`config.mk`:
```
export PLATFORM = sky130hd
export DESIGN_NAME = fpu_ext_to_double_flat
export DESIGN_NICKNAME = d
export VERILOG_FILES = /design/src/rtl/fpu_pkg.sv /design/src/rtl/fpu_ext_to_double_if.sv /design/src/rtl/fpu_shift_right_sticky.sv /design/src/rtl/fpu_ext_to_double.sv /design/src/flat_wrapper.sv
export SDC_FILE = /design/constraint.sdc
export NUM_CORES = 1
export LEC_CHECK = 0
export CORE_UTILIZATION = 50
export DETAILED_ROUTE_END_ITERATION = 7
export GPL_ROUTABILITY_DRIVEN = 1
export PLACE_DENSITY_LB_ADDON = 0.15
export RECOVER_POWER = 50
export SLEW_MARGIN = 15
export SYNTH_ARGS = -nofsm -noshare
export SYNTH_HDL_FRONTEND = slang
export SYNTH_SLANG_ARGS = --single-unit
```
`constraint.sdc`:
```
create_clock -name clk -period 8.5 [get_ports clk]
set_input_delay 1.7 -clock clk [delete_from_list [all_inputs] [get_ports clk]]
set_output_delay 1.7 -clock clk [all_outputs]
set_load 0.01 [all_outputs]
```
`src/rtl/fpu_pkg.sv`:
```
// Shared FPU definitions: exponent biases, special encodings,
// rounding modes, FSM states and small helpers for the x87 datapath.
package fpu_pkg;

    // Exponent biases of the two formats and the rebias step between them
    localparam int EXT_BIAS        = 16383;
    localparam int DBL_BIAS        = 1023;
    localparam int EXT_TO_DBL_ADJ  = EXT_BIAS - DBL_BIAS;

    // Special exponent encodings
    localparam logic [14:0] EXT_EXP_SPECIAL = 15'h7FFF;
    localparam logic [14:0] EXT_EXP_ZERO    = 15'h0000;
    localparam logic [10:0] DBL_EXP_SPECIAL = 11'h7FF;
    localparam logic [16:0] DBL_EXP_OVF     = 17'd2047;

    // Extended significand of an infinity (explicit integer bit only)
    localparam logic [63:0] EXT_INF_MANT = 64'h8000_0000_0000_0000;

    // binary64 magnitudes (sign supplied separately)
    localparam logic [62:0] DBL_INF_MAG  = 63'h7FF0_0000_0000_0000;
    localparam logic [62:0] DBL_MAX_MAG  = 63'h7FEF_FFFF_FFFF_FFFF;
    localparam logic [62:0] DBL_QNAN_MAG = 63'h7FF8_0000_0000_0000;

    typedef enum logic [1:0] {
        RM_RN = 2'b00,
        RM_RD = 2'b01,
        RM_RU = 2'b10,
        RM_RZ = 2'b11
    } rmode_e;

    typedef enum logic [2:0] {
        ST_IDLE,
        ST_UNPACK,
        ST_ALIGN,
        ST_ROUND,
        ST_PACK
    } state_e;

    typedef struct packed {
        logic inv;
        logic ovf;
        logic unf;
        logic inx;
    } flags_t;

    // Overflowed result: infinity, or max finite when the rounding
    // direction points back toward zero.
    function automatic logic [63:0] ovf_result(input logic sign,
                                               input rmode_e rm);
        logic to_max;
        to_max = (rm == RM_RZ)
              || ((rm == RM_RD) && !sign)
              || ((rm == RM_RU) && sign);
        return {sign, (to_max ? DBL_MAX_MAG : DBL_INF_MAG)};
    endfunction

endpackage

```
`src/rtl/fpu_ext_to_double_if.sv`:
```
// Enable/done pulse bus of the extended-to-double converter.
// master: requester (enable, operand, mode); slave: converter (result, flags).
interface fpu_ext_to_double_if;

    logic        enable;
    logic [79:0] operand_in;
    logic [1:0]  rounding_mode;
    logic [63:0] result;
    logic        done;
    logic        flag_invalid;
    logic        flag_overflow;
    logic        flag_underflow;
    logic        flag_inexact;

    modport master (
        output enable,
        output operand_in,
        output rounding_mode,
        input  result,
        input  done,
        input  flag_invalid,
        input  flag_overflow,
        input  flag_underflow,
        input  flag_inexact
    );

    modport slave (
        input  enable,
        input  operand_in,
        input  rounding_mode,
        output result,
        output done,
        output flag_invalid,
        output flag_overflow,
        output flag_underflow,
        output flag_inexact
    );

endinterface

```
`src/rtl/fpu_shift_right_sticky.sv`:
```
// Combinational right shifter that also reports the OR of shifted-out bits.
// Ports: i_data/i_shamt in; o_data (shifted), o_sticky (lost bits nonzero).
module fpu_shift_right_sticky #(
    parameter int WIDTH = 54,
    parameter int SHW   = 17
) (
    input  logic [WIDTH-1:0] i_data,
    input  logic [SHW-1:0]   i_shamt,
    output logic [WIDTH-1:0] o_data,
    output logic             o_sticky
);

    logic [WIDTH-1:0] w_lost_mask;

    // Shift amounts >= WIDTH give an all-ones mask, so every bit is lost
    assign w_lost_mask = ~({WIDTH{1'b1}} << i_shamt);
    assign o_data      = i_data >> i_shamt;
    assign o_sticky    = |(i_data & w_lost_mask);

endmodule

```
`src/rtl/fpu_ext_to_double.sv`:
```
// Converts an 80-bit extended value to binary64 with x87 rounding and flags.
// Ports: clk, reset (async, high), bus (slave: enable/operand/mode -> result/done/flags).
module fpu_ext_to_double #(
    parameter logic INDEF_SIGN = 1'b1
) (
    input  logic                clk,
    input  logic                reset,
    fpu_ext_to_double_if.slave  bus
);

    import fpu_pkg::*;

    state_e      r_state;
    state_e      w_next;

    logic        r_sign;
    logic [14:0] r_exp;
    logic [63:0] r_mant;
    logic [52:0] r_sig;
    logic        r_guard;
    logic        r_sticky;
    logic [16:0] r_de;
    logic        r_tiny;
    logic        r_ovf;
    logic        r_inx;
    logic        r_unf;
    logic [63:0] r_ovf_res;
    logic [63:0] r_result;
    logic        r_done;
    flags_t      r_flags;

    // ---------------- UNPACK: classification of the raw input
    logic        w_in_sign;
    logic [14:0] w_in_exp;
    logic [63:0] w_in_mant;
    logic        w_in_max;
    logic        w_is_inf;
    logic        w_is_nan;
    logic        w_is_zero;
    logic        w_is_unn;
    logic        w_special;
    logic [63:0] w_spec_res;
    logic        w_spec_inv;

    assign w_in_sign = bus.operand_in[79];
    assign w_in_exp  = bus.operand_in[78:64];
    assign w_in_mant = bus.operand_in[63:0];
    assign w_in_max  = (w_in_exp == EXT_EXP_SPECIAL);
    assign w_is_inf  = w_in_max && (w_in_mant == EXT_INF_MANT);
    assign w_is_nan  = w_in_max && (w_in_mant != EXT_INF_MANT);
    assign w_is_zero = (w_in_exp == EXT_EXP_ZERO) && (w_in_mant == 64'd0);
    // Nonzero exponent without the explicit integer bit is unsupported
    assign w_is_unn  = !w_in_max && (w_in_exp != EXT_EXP_ZERO)
                    && !w_in_mant[63];
    assign w_special = w_is_inf || w_is_nan || w_is_zero || w_is_unn;

    always_comb begin
        w_spec_res = 64'd0;
        w_spec_inv = 1'b0;
        unique case (1'b1)
            w_is_inf: begin
                w_spec_res = {w_in_sign, DBL_INF_MAG};
            end
            w_is_nan: begin
                // Quiet bit forced; an SNaN is signalled as invalid
                w_spec_res = {w_in_sign, DBL_EXP_SPECIAL, 1'b1,
                              w_in_mant[61:11]};
                w_spec_inv = !w_in_mant[62];
            end
            w_is_zero: begin
                w_spec_res = {w_in_sign, 63'd0};
            end
            w_is_unn: begin
                w_spec_res = {INDEF_SIGN, DBL_QNAN_MAG};
                w_spec_inv = 1'b1;
            end
            default: begin
                w_spec_res = 64'd0;
                w_spec_inv = 1'b0;
            end
        endcase
    end

    // ---------------- ALIGN: rebias and denormalise tiny values
    logic [14:0]        w_exp_eff;
    logic signed [16:0] w_de;
    logic               w_tiny;
    logic [16:0]        w_shamt;
    logic [53:0]        w_sh_out;
    logic               w_sh_stk;
    logic               w_base_stk;

    // Extended denormals use the same scale as exponent 1
    assign w_exp_eff  = (r_exp == EXT_EXP_ZERO) ? 15'd1 : r_exp;
    assign w_de       = $signed({2'b00, w_exp_eff})
                      - $signed(17'(EXT_TO_DBL_ADJ));
    assign w_tiny     = w_de[16] || (w_de == 17'sd0);
    assign w_shamt    = 17'd1 - $unsigned(w_de);
    assign w_base_stk = |r_mant[9:0];

    // {sig, guard} is mant[63:10]
    fpu_shift_right_sticky #(
        .WIDTH (54),
        .SHW   (17)
    ) u_shift (
        .i_data   (r_mant[63:10]),
        .i_shamt  (w_shamt),
        .o_data   (w_sh_out),
        .o_sticky (w_sh_stk)
    );

    // ---------------- ROUND: increment decision and carry-out
    rmode_e      w_rm;
    logic        w_inx;
    logic        w_inc;
    logic [53:0] w_sum;
    logic [52:0] w_sig_r;
    logic [16:0] w_de_r;
    logic        w_ovf;

    assign w_rm  = rmode_e'(bus.rounding_mode);
    assign w_inx = r_guard || r_sticky;

    always_comb begin
        w_inc = 1'b0;
        unique case (w_rm)
            RM_RN: w_inc = r_guard && (r_sticky || r_sig[0]);
            RM_RD: w_inc = r_sign && w_inx;
            RM_RU: w_inc = !r_sign && w_inx;
            RM_RZ: w_inc = 1'b0;
            default: w_inc = 1'b0;
        endcase
    end

    assign w_sum   = {1'b0, r_sig} + {53'd0, w_inc};
    // Carry out of 2^53 renormalises; the dropped bit is always zero
    assign w_sig_r = w_sum[53] ? w_sum[53:1] : w_sum[52:0];
    assign w_de_r  = r_de + {16'd0, w_sum[53]};
    assign w_ovf   = (w_de_r >= DBL_EXP_OVF);

    // ---------------- PACK: field assembly
    logic [10:0] w_exp_field;
    logic [63:0] w_pack_res;

    // Tiny results become the min normal if rounding reached 2^52
    assign w_exp_field = r_tiny ? {10'd0, r_sig[52]} : r_de[10:0];
    assign w_pack_res  = r_ovf ? r_ovf_res
                               : {r_sign, w_exp_field, r_sig[51:0]};

    // ---------------- FSM
    always_ff @(posedge clk or posedge reset) begin
        if (reset) begin
            r_state <= ST_IDLE;
        end else begin
            r_state <= w_next;
        end
    end

    always_comb begin
        w_next = r_state;
        unique case (r_state)
            ST_IDLE:   w_next = bus.enable ? ST_UNPACK : ST_IDLE;
            ST_UNPACK: w_next = w_special ? ST_IDLE : ST_ALIGN;
            ST_ALIGN:  w_next = ST_ROUND;
            ST_ROUND:  w_next = ST_PACK;
            ST_PACK:   w_next = ST_IDLE;
            default:   w_next = ST_IDLE;
        endcase
    end

    // ---------------- Datapath registers
    always_ff @(posedge clk or posedge reset) begin
        if (reset) begin
            r_sign    <= 1'b0;
            r_exp     <= 15'd0;
            r_mant    <= 64'd0;
            r_sig     <= 53'd0;
            r_guard   <= 1'b0;
            r_sticky  <= 1'b0;
            r_de      <= 17'd0;
            r_tiny    <= 1'b0;
            r_ovf     <= 1'b0;
            r_inx     <= 1'b0;
            r_unf     <= 1'b0;
            r_ovf_res <= 64'd0;
            r_result  <= 64'd0;
            r_done    <= 1'b0;
            r_flags   <= '0;
        end else begin
            unique case (r_state)
                ST_IDLE: begin
                    r_done  <= 1'b0;
                    r_flags <= '0;
                end
                ST_UNPACK: begin
                    r_sign <= w_in_sign;
                    r_exp  <= w_in_exp;
                    r_mant <= w_in_mant;
                    if (w_special) begin
                        r_result <= w_spec_res;
                        r_done   <= 1'b1;
                        r_flags  <= '{inv: w_spec_inv, ovf: 1'b0,
                                      unf: 1'b0, inx: 1'b0};
                    end
                end
                ST_ALIGN: begin
                    if (w_tiny) begin
                        r_sig    <= w_sh_out[53:1];
                        r_guard  <= w_sh_out[0];
                        r_sticky <= w_base_stk || w_sh_stk;
                        r_de     <= 17'd0;
                        r_tiny   <= 1'b1;
                    end else begin
                        r_sig    <= r_mant[63:11];
                        r_guard  <= r_mant[10];
                        r_sticky <= w_base_stk;
                        r_de     <= $unsigned(w_de);
                        r_tiny   <= 1'b0;
                    end
                end
                ST_ROUND: begin
                    r_sig     <= w_sig_r;
                    r_de      <= w_de_r;
                    r_ovf     <= w_ovf;
                    r_inx     <= w_inx || w_ovf;
                    r_unf     <= r_tiny && w_inx;
                    r_ovf_res <= ovf_result(r_sign, w_rm);
                end
                ST_PACK: begin
                    r_result <= w_pack_res;
                    r_done   <= 1'b1;
                    r_flags  <= '{inv: 1'b0, ovf: r_ovf,
                                  unf: r_unf, inx: r_inx};
                end
                default: begin
                    r_done <= 1'b0;
                end
            endcase
        end
    end

    assign bus.result         = r_result;
    assign bus.done           = r_done;
    assign bus.flag_invalid   = r_flags.inv;
    assign bus.flag_overflow  = r_flags.ovf;
    assign bus.flag_underflow = r_flags.unf;
    assign bus.flag_inexact   = r_flags.inx;

endmodule

```
`src/flat_wrapper.sv`:
```
// flat-port wrapper written by rule: the top's interface ports become plain ports
module fpu_ext_to_double_flat import fpu_pkg::*;
#(
    parameter logic INDEF_SIGN = 1'b1
)
  (clk, reset, bus_enable, bus_operand_in, bus_rounding_mode, bus_result, bus_done, bus_flag_invalid, bus_flag_overflow, bus_flag_underflow, bus_flag_inexact);
  fpu_ext_to_double_if bus_i ();
  input  logic clk;
  input  logic reset;
  input wire logic [$bits(bus_i.enable)-1:0] bus_enable;
  input wire logic [$bits(bus_i.operand_in)-1:0] bus_operand_in;
  input wire logic [$bits(bus_i.rounding_mode)-1:0] bus_rounding_mode;
  output wire logic [$bits(bus_i.result)-1:0] bus_result;
  output wire logic [$bits(bus_i.done)-1:0] bus_done;
  output wire logic [$bits(bus_i.flag_invalid)-1:0] bus_flag_invalid;
  output wire logic [$bits(bus_i.flag_overflow)-1:0] bus_flag_overflow;
  output wire logic [$bits(bus_i.flag_underflow)-1:0] bus_flag_underflow;
  output wire logic [$bits(bus_i.flag_inexact)-1:0] bus_flag_inexact;
  assign bus_i.enable = bus_enable;
  assign bus_i.operand_in = bus_operand_in;
  assign bus_i.rounding_mode = bus_rounding_mode;
  assign bus_result = bus_i.result;
  assign bus_done = bus_i.done;
  assign bus_flag_invalid = bus_i.flag_invalid;
  assign bus_flag_overflow = bus_i.flag_overflow;
  assign bus_flag_underflow = bus_i.flag_underflow;
  assign bus_flag_inexact = bus_i.flag_inexact;
  fpu_ext_to_double #(.INDEF_SIGN(INDEF_SIGN)) u_core (.clk(clk), .reset(reset), .bus(bus_i));
endmodule
```
* Word-level counts from Yosys, hierarchy flattened
Cells that the tools add are included.
** Word-level totals
- Bits in registers :: 292
- Input bits :: 85
- Output and inout bits :: 69
- Word-level logic and storage cells :: 105
** Operators by class
- Add/sub/neg operators :: 4
- Magnitude comparators :: 1
- Eq/ne operators :: 11
- Shift-type cells :: 2
- Multiplexer cells :: 24
- Bitwise gates (word level) :: 3
- Reduce and logical (&&, ||, !) cells :: 41
** Operators by type and width (count)
- one-hot mux 64 bit (4 select lines) :: 1
- 2-to-1 mux 53 bit :: 3
- 2-to-1 mux 64 bit :: 2
- one-hot mux 64 bit (2 select lines) :: 1
- one-hot mux 53 bit (2 select lines) :: 1
- == test 64 bit (second input constant) :: 1
- zero test 64 bit :: 1
- != test 64 bit (second input constant) :: 1
- adder 53 x 1 -> 54 bit :: 1
- bitwise AND 54 bit :: 1
- NOT 54 bit :: 1
- OR reduction 54 bit :: 1
- << shifter 54 x 17 -> 54 bit (first input constant) :: 1
- >> shifter 54 x 17 -> 54 bit :: 1
- one-hot mux 17 bit (2 select lines) :: 1
- zero test 15 bit :: 2
- adder 17 x 1 -> 17 bit :: 1
- greater-or-equal comparator 17 x 11 -> 1 bit (second input constant) :: 1
- zero test 17 bit :: 1
- 2-to-1 mux 17 bit :: 1
- subtractor 1 x 17 -> 17 bit (first input constant) :: 1
- subtractor 15 x 14 -> 16 bit (second input constant) :: 1
- == test 15 bit (second input constant) :: 1
- 2-to-1 mux 15 bit :: 1
- 27 further kinds :: 58

* Depth between registers and ports, before layout
Gate-level depths: netlist of run 1.
- Depth in word-level cells :: 10
- Depth in mapped cells :: 25
- Depth with buffers taken out :: 25

* Cells and area by module
From an unflattened synthesis of run 1, not the netlist that was laid out.
** Unflattened totals
- Cells, all modules :: 2116
- Area, all modules :: 17062.6 um2
** By module, submodules not included
- fpu_ext_to_double :: times used 1, cells each 1508, area an instance 12908.6 um2, sequential area each 5805.6 um2
- fpu_shift_right_sticky :: times used 1, cells each 608, area an instance 4154.0 um2, sequential area each 0.0 um2

* Worst setup path before layout of run 1
OpenSTA, ideal clock, no wires.
- Path kind :: input -> register
- Start point :: input port bus_rounding_mode[0]
- End point :: register u_core.r_inx
- Setup time :: 0.126 ns
- Arrival time :: 6.350 ns
- Required time :: 8.374 ns
- Path slack :: 2.024 ns
- Stages on the path :: 24
- Buffers on the path :: 0
- Cell sequence :: inv_1 ha_1 xor2_1 nand2_1 nor2_1 a21oi_1 nor2_1 ha_1 and3_1 nand4_1 or4_1 or4_1 nor2_1 ha_1 ha_1 nand3_1 nor3_1 nand4_1 inv_1 and2_1 nand2_1 a2111oi_0 o211ai_1 o32a_1
** Between the ends
- Cells in the longest elaborated chain, start to end :: 6
- Elaborated cells between the ends (all ways) :: 9
- Those cells by class :: 2 x add/sub; 1 x order compare; 3 x eq/ne; 1 x mux; 2 x reduce/logical
** Ends and longest elaborated chain
- start, declared :: line flat_wrapper.sv:12 : input wire logic [$bits(bus_i.rounding_mode)-1:0] bus_rounding_mode;
- == test 2 bit (tied with other cells) :: line fpu_ext_to_double.sv:126 : unique case (w_rm)
- one-hot mux 1 bit (4 select lines) * :: line fpu_ext_to_double.sv:126
- adder 53 x 1 -> 54 bit * :: line fpu_ext_to_double.sv:135 : assign w_sum = {1'b0, r_sig} + {53'd0, w_inc};
- adder 17 x 1 -> 17 bit * :: line fpu_ext_to_double.sv:138 : assign w_de_r = r_de + {16'd0, w_sum[53]};
- greater-or-equal comparator 17 x 11 -> 1 bit * :: line fpu_ext_to_double.sv:139 : assign w_ovf = (w_de_r >= DBL_EXP_OVF);
- logical OR 1 bit * :: line fpu_ext_to_double.sv:225 : r_inx <= w_inx || w_ovf;
- end signal, assigned :: line fpu_ext_to_double.sv:225
- end, declared :: line fpu_ext_to_double.sv:25 : logic r_inx;
Every way passes the cells marked *; elsewhere a longest branch is shown, timed or not.
A chain may end at the register's enable or synchronous reset.

* Final worst setup path of run 1
Ends and elaborated chain as after synthesis.

==> results of run 1 <==
==> layout make-up <==
class / count / area (µm²) / share of cell area [%]
timing repair buffer: 200 / 1880 / 9.43
sequential: 232 / 5810 / 29.1
tap: 448 / 561 / 2.81
clock buffer: 38 / 798 / 4.00
clock inverter: 13 / 240 / 1.20
antenna: 3 / 7.51 / 0.0376
inverter: 27 / 103 / 0.514
multi-input combinational: 1695 / 10600 / 52.9
==> power by group through the flow <==
stage               sequential (µW)  clock, µW  combinational [µW]
CTS                            2690       1370                5390
global placement               2700          0                5300
finish                         2780       1360                5540
detailed placement             2700          0                5360
global route                   2790       1410                5910
floorplan                      2100          0                3820
==> kinds of logic after synthesis <==
family	after synthesis
AO/OA/AOI/OAI	619
buffers and inverters	210
XOR/XNOR	27
flip-flops	232
AND/OR/NAND/NOR	908
multiplexers	130
adder cells (fa/ha/maj)	11
==> metrics by stage <==
step	utilization [%]	power [µW]	setup slack, ns	hold slack [ns]
floorplan	-	5920	0.439	0.446
global placement	56.3	8000	0.861	0.461
detailed placement	56.3	8060	0.630	0.463
CTS	59.4	9450	1.20	0.479
global route	59.3	10100	0.614	0.516
finish	59.4	9690	1.08	0.476
==> critical path, cell delays in order <==
cell and delay, ns:
clkdlybuf4s50_1 0.46, inv_1 0.07, ha_1 0.20, xor2_1 0.15
nand2_1 0.08, nor2_1 0.08, a21oi_1 0.04, nor2_1 0.30
ha_1 0.24, and3_1 0.24, nand4_1 0.24, or4_1 0.58
or4_1 0.53, nor2_1 0.26, ha_1 0.27, ha_1 0.27
nand3_1 0.16, nor3_1 0.53, nand4_1 0.19, inv_1 0.10
and2_1 0.15, nand2_1 0.06, a2111oi_0 0.47, o211ai_1 0.18
o32a_1 0.32
==> cell usage in the layout, fill, tap and decap left out, types with 38 or more instances in the layout <==
| cell type | count |
|---|---|
| clkdlybuf4s50_1 | 122 |
| buf_4 | 42 |
| nand3_1 | 76 |
| dfrtp_1 | 231 |
| mux2i_1 | 73 |
| mux4_2 | 54 |
| o211ai_1 | 42 |
| a21oi_1 | 181 |
| nor2_1 | 145 |
| nor4_1 | 38 |
| o31ai_1 | 51 |
| o21ai_0 | 138 |
| nand2_1 | 431 |
| nor3_1 | 88 |
==> sequential cells by signal (all words and copies together) (netlist names) <==
name and cells:
u_core.bus.result 64, u_core.r_mant 64, u_core.r_sig 53, u_core.r_de 17, u_core.r_exp 15, u_core.r_ovf_res 4, u_core.r_state 3, u_core.bus.done 1
u_core.bus.flag_inexact 1, u_core.bus.flag_invalid 1, u_core.bus.flag_overflow 1, u_core.bus.flag_underflow 1, u_core.r_guard 1, u_core.r_inx 1, u_core.r_ovf 1, u_core.r_sign 1
u_core.r_sticky 1, u_core.r_tiny 1, u_core.r_unf 1
==> synth_stat cells (7+ instances only) <==
| library cell | number | area [µm²] |
|---|---|---|
| or3_1 | 13 | 81.3 |
| a221oi_1 | 24 | 210 |
| o21ai_0 | 138 | 691 |
| and2_1 | 8 | 50.1 |
| nand2b_1 | 18 | 113 |
| xnor2_1 | 12 | 105 |
| a31oi_1 | 37 | 231 |
| buf_1 | 19 | 71.3 |
| and3_1 | 21 | 131 |
| xor2_1 | 15 | 131 |
| nor3_1 | 89 | 445 |
| mux2i_1 | 73 | 731 |
| mux4_2 | 54 | 1220 |
| ha_1 | 10 | 125 |
| a21o_1 | 8 | 60.1 |
| nor4_1 | 38 | 238 |
| a221o_1 | 9 | 90.1 |
| a22oi_1 | 22 | 165 |
| a211oi_1 | 18 | 135 |
| buf_2 | 14 | 70.1 |
| nand3_1 | 76 | 380 |
| a21oi_1 | 181 | 906 |
| a2111oi_0 | 7 | 61.3 |
| nor2_1 | 147 | 552 |
| clkbuf_1 | 143 | 537 |
| or4_1 | 9 | 67.6 |
| o22ai_1 | 11 | 68.8 |
| inv_1 | 24 | 90.1 |
| nand4_1 | 25 | 156 |
| nand2_1 | 431 | 1620 |
| o31ai_1 | 51 | 383 |
| o211ai_1 | 42 | 315 |
| dfrtp_1 | 232 | 5810 |
==> path summary, 6_finish.rpt <==
path                       cells past startpoint  slack, ns                to
min reg2reg                                    2       0.48  u_core.r_mant[5]
min in group asynchronous                      2       2.54   u_core.bus.done
max in group asynchronous                      3       2.66   u_core.r_exp[1]
max reg2reg                                   22       2.45      u_core.r_inx
min                                            2       0.48  u_core.r_mant[5]
max                                           25       1.08      u_core.r_inx
==> routing by layer <==
| layer | vias to the layer above | global-route usage (%) |
|---|---|---|
| met4 | 2 | 26.5 |
| met2 | 1434 | 64.3 |
| met5 | - | 0 |
| met1 | 9109 | 58.8 |
| met3 | 305 | 11.3 |
| li1 | 8008 | - |
==> impl_metrics.env, run 1 <==
export IMPL_outcome="complete, but fails checks"
export IMPL_failed_checks="max-capacitance violations, max-slew violations"
export IMPL_drc=0
export IMPL_grt_pass1_wl_mm=116
export IMPL_grt_setup_unrepaired="false"
export IMPL_viasPerCell=7.10
export IMPL_rows=67
export IMPL_antenna_found_initial=2
export IMPL_p_comb_share_pct=57.2
export IMPL_routed_wl_mm=77.1
export IMPL_synthArstFlopShare_pct=100
export IMPL_syn_avg_cell_area_um2=8.01
export IMPL_leakage_uw=0.00804
export IMPL_swShare_pct=52.7
export IMPL_end_kind="flop"
export IMPL_maxCapViolations=5
export IMPL_synth_top_family_by_area="simple AND/OR/NAND/NOR gates"
export IMPL_dieArea_um2=35000
export IMPL_vdd_drop_max_mv=0.626
export IMPL_wl_met1_mm=29.1
export IMPL_n_fill_cell=3021
export IMPL_clkLatencyLatePin_ns=0.60
export IMPL_die_h_um=187
export IMPL_coreArea_um2=33600
export IMPL_grt_overflow=0
export IMPL_drive_above_1_share_pct=8.48
export IMPL_net_switching_power_uw=5110
export IMPL_setup_viol=0
export IMPL_yosys_area_share_simple_pct=24.1
export IMPL_routedWlPerCell_um=29.0
export IMPL_synth_compound_area_share_pct=23.3
export IMPL_finalWeightedCongestion=1.05
export IMPL_syn_nets=2232
export IMPL_hold_viol_final=0
export IMPL_cts_sinks=232
export IMPL_pwr_share_seq_pct=28.7
export IMPL_post_route_min_period_ns=7.42
export IMPL_r2r_start="u_core.r_sign"
export IMPL_maxClockFrequency_mhz=135
export IMPL_cp_startpoint="bus_rounding_mode[0]"
export IMPL_slew_headroom_pct=-147
export IMPL_drtAntennaViolNets=0
export IMPL_clockBufferDepth=3
export IMPL_final_nets=2279
export IMPL_timing_setup_tns_ns=0
export IMPL_io_buffers=153
export IMPL_cp_max_fo=6
export IMPL_ios=154
export IMPL_drtIter0Drc=2249
export IMPL_synth_warning_count=0
export IMPL_syn_area_um2=17100
export IMPL_cts_tree="yes"
export IMPL_final_area_um2=20000
export IMPL_hold_start="u_core.r_mant[5]"
export IMPL_track_usage_pct=44.0
export IMPL_grt_pass1_vias=17700
export IMPL_synthMuxAreaShare_pct=11.6
export IMPL_synthAdderAreaFrac_pct=0.790
export IMPL_path_clk_slew_ns=0.05
export IMPL_fin_crit_sh_pct=87.2
export IMPL_synth_seq_area_share_pct=33.9
export IMPL_syn_inst=2137
export IMPL_critPathLaunchType="input port"
export IMPL_dr_wl_met2_mm=32.4
export IMPL_ys_flop_type="dfrtp_1"
export IMPL_post_cts_buffers=0
export IMPL_cts_resized=0
export IMPL_fin_worst_skew_ns=0.0266
export IMPL_power_density_nw_per_um2=486
export IMPL_synth_xor_xnor_area_share_pct=1.38
export IMPL_wl_met3_mm=10.1
export IMPL_cp_required_ns=8.96
export IMPL_dpl_cell_count=2601
export IMPL_p_clk_share_pct=14.1
export IMPL_drv_slew=273
export IMPL_area_growth_synth_to_final_pct=16.6
export IMPL_vias=18900
export IMPL_top_layer="met5"
export IMPL_fin_cells=2656
export IMPL_critPathKind="in2reg"
export IMPL_yosys_cell_types_count=86
export IMPL_ctsHoldBuffers=0
export IMPL_cts_root_buf="clkbuf_16"
export IMPL_placed_cell_area_um2=18900
export IMPL_initial_utilization_pct=50.9
export IMPL_synth_seq_cells=232
export IMPL_crit_arrival_ns=7.87
export IMPL_synth_edf_count=0
export IMPL_worstMarginPinSlew_ns=3.70
export IMPL_cts_made_buffers=28
export IMPL_die_x_um=187
export IMPL_firstDrtPassIters=6
export IMPL_cts_htree_levels=1
export IMPL_dp_hpwl_mm=53.3
export IMPL_min_path_type="reg2reg"
export IMPL_grt_max_degree=88
export IMPL_p_int_uw=4580
No activity file was read; power rests on OpenSTA's default activity.
==> run 2, diff against run 1 <==
CTS_BUF_LIST = sky130_fd_sc_hd__clkbuf_8   (was not set)
SYNTH_HIERARCHICAL = 1   (was not set)
==> run 2 against run 1 <==
The run still ends with max-capacitance violations, max-slew violations left. Critical path type is now reg2reg. Total power decreased by 9.6%. Routed wire length decreased by 8.1%. First-iteration DRC count increased by 12%. Clock-buffer cell count increased by 12. Sequential power decreased by 14%. Combinational power decreased by 6.3%. Fmax increased by 0.80%. Core utilization decreased by 0.54 points. Critical endpoint is now u_core/r_mant[60].
==> impl_metrics.env, run 2 <==
export IMPL_rows=67
export IMPL_die_x_um=187
export IMPL_grt_setup_unrepaired="false"
export IMPL_drtIter0Drc=2517
export IMPL_synth_largest_area_cell="dfrtp_1"
export IMPL_fin_crit_sh_pct=86.6
export IMPL_vdd_drop_max_mv=0.562
export IMPL_netlist_top_cells_count="448 x nand2_1, 232 x dfrtp_1, 150 x a21oi_1"
export IMPL_drv_slew=537
export IMPL_cp_startpoint="u_core/r_state[0]"
export IMPL_hold_depth=1
export IMPL_synth_seq_area_share_pct=34.0
export IMPL_grt_pass1_wl_mm=107
export IMPL_cts_root_buf="clkbuf_8"
export IMPL_vias=18200
export IMPL_hold_start="u_core/r_ovf_res[62]"
export IMPL_globalRouteMet1Util_pct=58.3
export IMPL_cts_tree="yes"
export IMPL_grt_max_degree=89
export IMPL_cts_resized=0
export IMPL_slew_headroom_pct=-159
export IMPL_maxCapViolations=8
export IMPL_hold_viol_final=0
export IMPL_synth_edf_count=0
export IMPL_finalWeightedCongestion=1.01
export IMPL_power_density_nw_per_um2=444
export IMPL_leakage_uw=0.00804
export IMPL_routed_wl_mm=70.9
export IMPL_final_nets=2271
export IMPL_syn_avg_cell_area_um2=8.06
export IMPL_ios=154
export IMPL_cts_htree_levels=2
export IMPL_ys_flop_type="dfrtp_1"
export IMPL_synth_top_family_by_area="simple AND/OR/NAND/NOR gates"
export IMPL_ctsHoldBuffers=0
export IMPL_die_h_um=187
export IMPL_outcome="complete, but fails checks"
export IMPL_clkLatencyLatePin_ns=0.57
export IMPL_synth_xor_xnor_area_share_pct=1.13
export IMPL_n_fill_cell=3083
export IMPL_worstRegToRegCells=6
export IMPL_cts_made_buffers=40
export IMPL_failed_checks="max-capacitance violations, max-slew violations"
export IMPL_path_clk_slew_ns=0.07
export IMPL_dieArea_um2=34900
export IMPL_diodes=0
export IMPL_coreArea_um2=33500
export IMPL_maxClockFrequency_mhz=136
export IMPL_crit_arrival_ns=7.84
export IMPL_final_cell_mix="448 x nand2_1, 231 x dfrtp_1, 149 x nor2_1"
export IMPL_area_growth_synth_to_final_pct=15.6
export IMPL_clockBufferDepth=3
export IMPL_syn_area_um2=17100
export IMPL_critPathKind="reg2reg"
export IMPL_yosys_cell_types_count=81
export IMPL_viasPerCell=6.84
export IMPL_yosysTopAreaCellShare_pct=34.0
export IMPL_grt_overflow=0
export IMPL_grt_util_met2_pct=58.0
export IMPL_yosys_area_share_simple_pct=25.6
export IMPL_post_cts_buffers=0
export IMPL_synth_area_leaders="dfrtp_1 34%, nand2_1 9.9%, mux4_2 5.7%, mux2i_1 5.1%, a21oi_1 4.4%"
export IMPL_routedWlPerCell_um=26.7
export IMPL_syn_nets=2211
export IMPL_firstDrtPassIters=5
export IMPL_dp_hpwl_mm=51.1
export IMPL_initial_utilization_pct=50.9
export IMPL_r2r_start="u_core/r_state[0]"
export IMPL_busiest_layer="met1"
export IMPL_cts_sinks=232
export IMPL_post_route_min_period_ns=7.36
export IMPL_timing_setup_tns_ns=0
export IMPL_synth_compound_area_share_pct=20.9
export IMPL_cp_required_ns=8.98
export IMPL_antenna_found_initial=1
export IMPL_r2r_setup_slack_ns=1.14
export IMPL_whs_ns=0.469
export IMPL_synthAdderAreaFrac_pct=0.851
export IMPL_critPathLaunchType="flop"
export IMPL_drc=0
export IMPL_synth_warning_count=6
export IMPL_drtAntennaViolNets=0
export IMPL_synthMuxAreaShare_pct=12.8
export IMPL_use_met3_pct=8.95
export IMPL_drive_above_1_share_pct=8.66
export IMPL_mostFrequentLayoutCell="nand2_1"
export IMPL_cp_max_fo=88
export IMPL_syn_inst=2116
export IMPL_track_usage_pct=40.1
export IMPL_fin_worst_skew_ns=0.0255
export IMPL_worstMarginPinSlew_ns=3.88
export IMPL_grt_pass1_vias=16900
export IMPL_setup_viol=0
export IMPL_synth_most_common_cell="nand2_1"
export IMPL_synthArstFlopShare_pct=100
export IMPL_synth_seq_cells=232
export IMPL_end_kind="flop"
export IMPL_io_buffers=153
export IMPL_min_path_type="reg2reg"
==> run 2: metal layers <==
layer | wire length [µm] | up-vias
met4 | 2620 | 0
met2 | 30400 | 1136
met5 | 0 | -
li1 | - | 7915
met3 | 7960 | 155
met1 | 29900 | 8950
==> run 2: kinds of logic after synthesis <==
family / after synthesis
multiplexers: 161
adder cells (fa/ha/maj): 12
buffers and inverters: 200
XOR/XNOR: 22
flip-flops: 232
AO/OA/AOI/OAI: 541
AND/OR/NAND/NOR: 948
==> run 2: path summary, 6_finish.rpt <==
check,to
worst max-delay path,u_core/r_mant[60]
worst min-delay path,u_core/r_ovf_res[62]
worst max register to register,u_core/r_mant[60]
worst min register to register,u_core/r_ovf_res[62]
max in group asynchronous,u_core/r_exp[1]
min in group asynchronous,u_core/r_mant[3]
==> run 2: stage by stage <==
stage | instances | total power, µW | cell area, µm² | utilization [%] | worst slack, ns
after floorplan | 2116 | 5590 | 17100 | - | 0.439
after global placement | 2582 | 7360 | 18900 | 56.2 | 1.74
after detailed placement | 2582 | 7420 | 18900 | 56.2 | 1.62
after CTS | 2653 | 8610 | 19800 | 58.9 | 2.19
after global routing | 2653 | 9210 | 19700 | 58.8 | 0.807
final | 2653 | 8760 | 19700 | 58.8 | 1.14
==> run 2: area by class of cell <==
cell class,count,area (µm²),share of cell area [%]
Clock buffer,50,688,3.49
Tap cell,448,561,2.84
Timing Repair Buffer,185,1750,8.86
Sequential cell,232,5810,29.4
Clock inverter,21,220,1.12
Multi-Input combinational cell,1684,10600,53.6
Inverter,33,125,0.634
==> run 2: report_power, final <==
part           leakage (µW)  total [µW]  internal [µW]  switching, µW
Sequential          0.00292        2390           1580            810
Combinational       0.00461        5190           1970           3230
Clock              0.000508        1170            682            487
==> run 2: critical path, stage by stage, from the launching register on <==
cell and delay [ns]:
dfrtp_1 0.34, clkbuf_1 1.61, inv_1 1.17, nor3_1 0.56
clkbuf_1 2.76, nand2_1 0.59, nand2_1 0.19
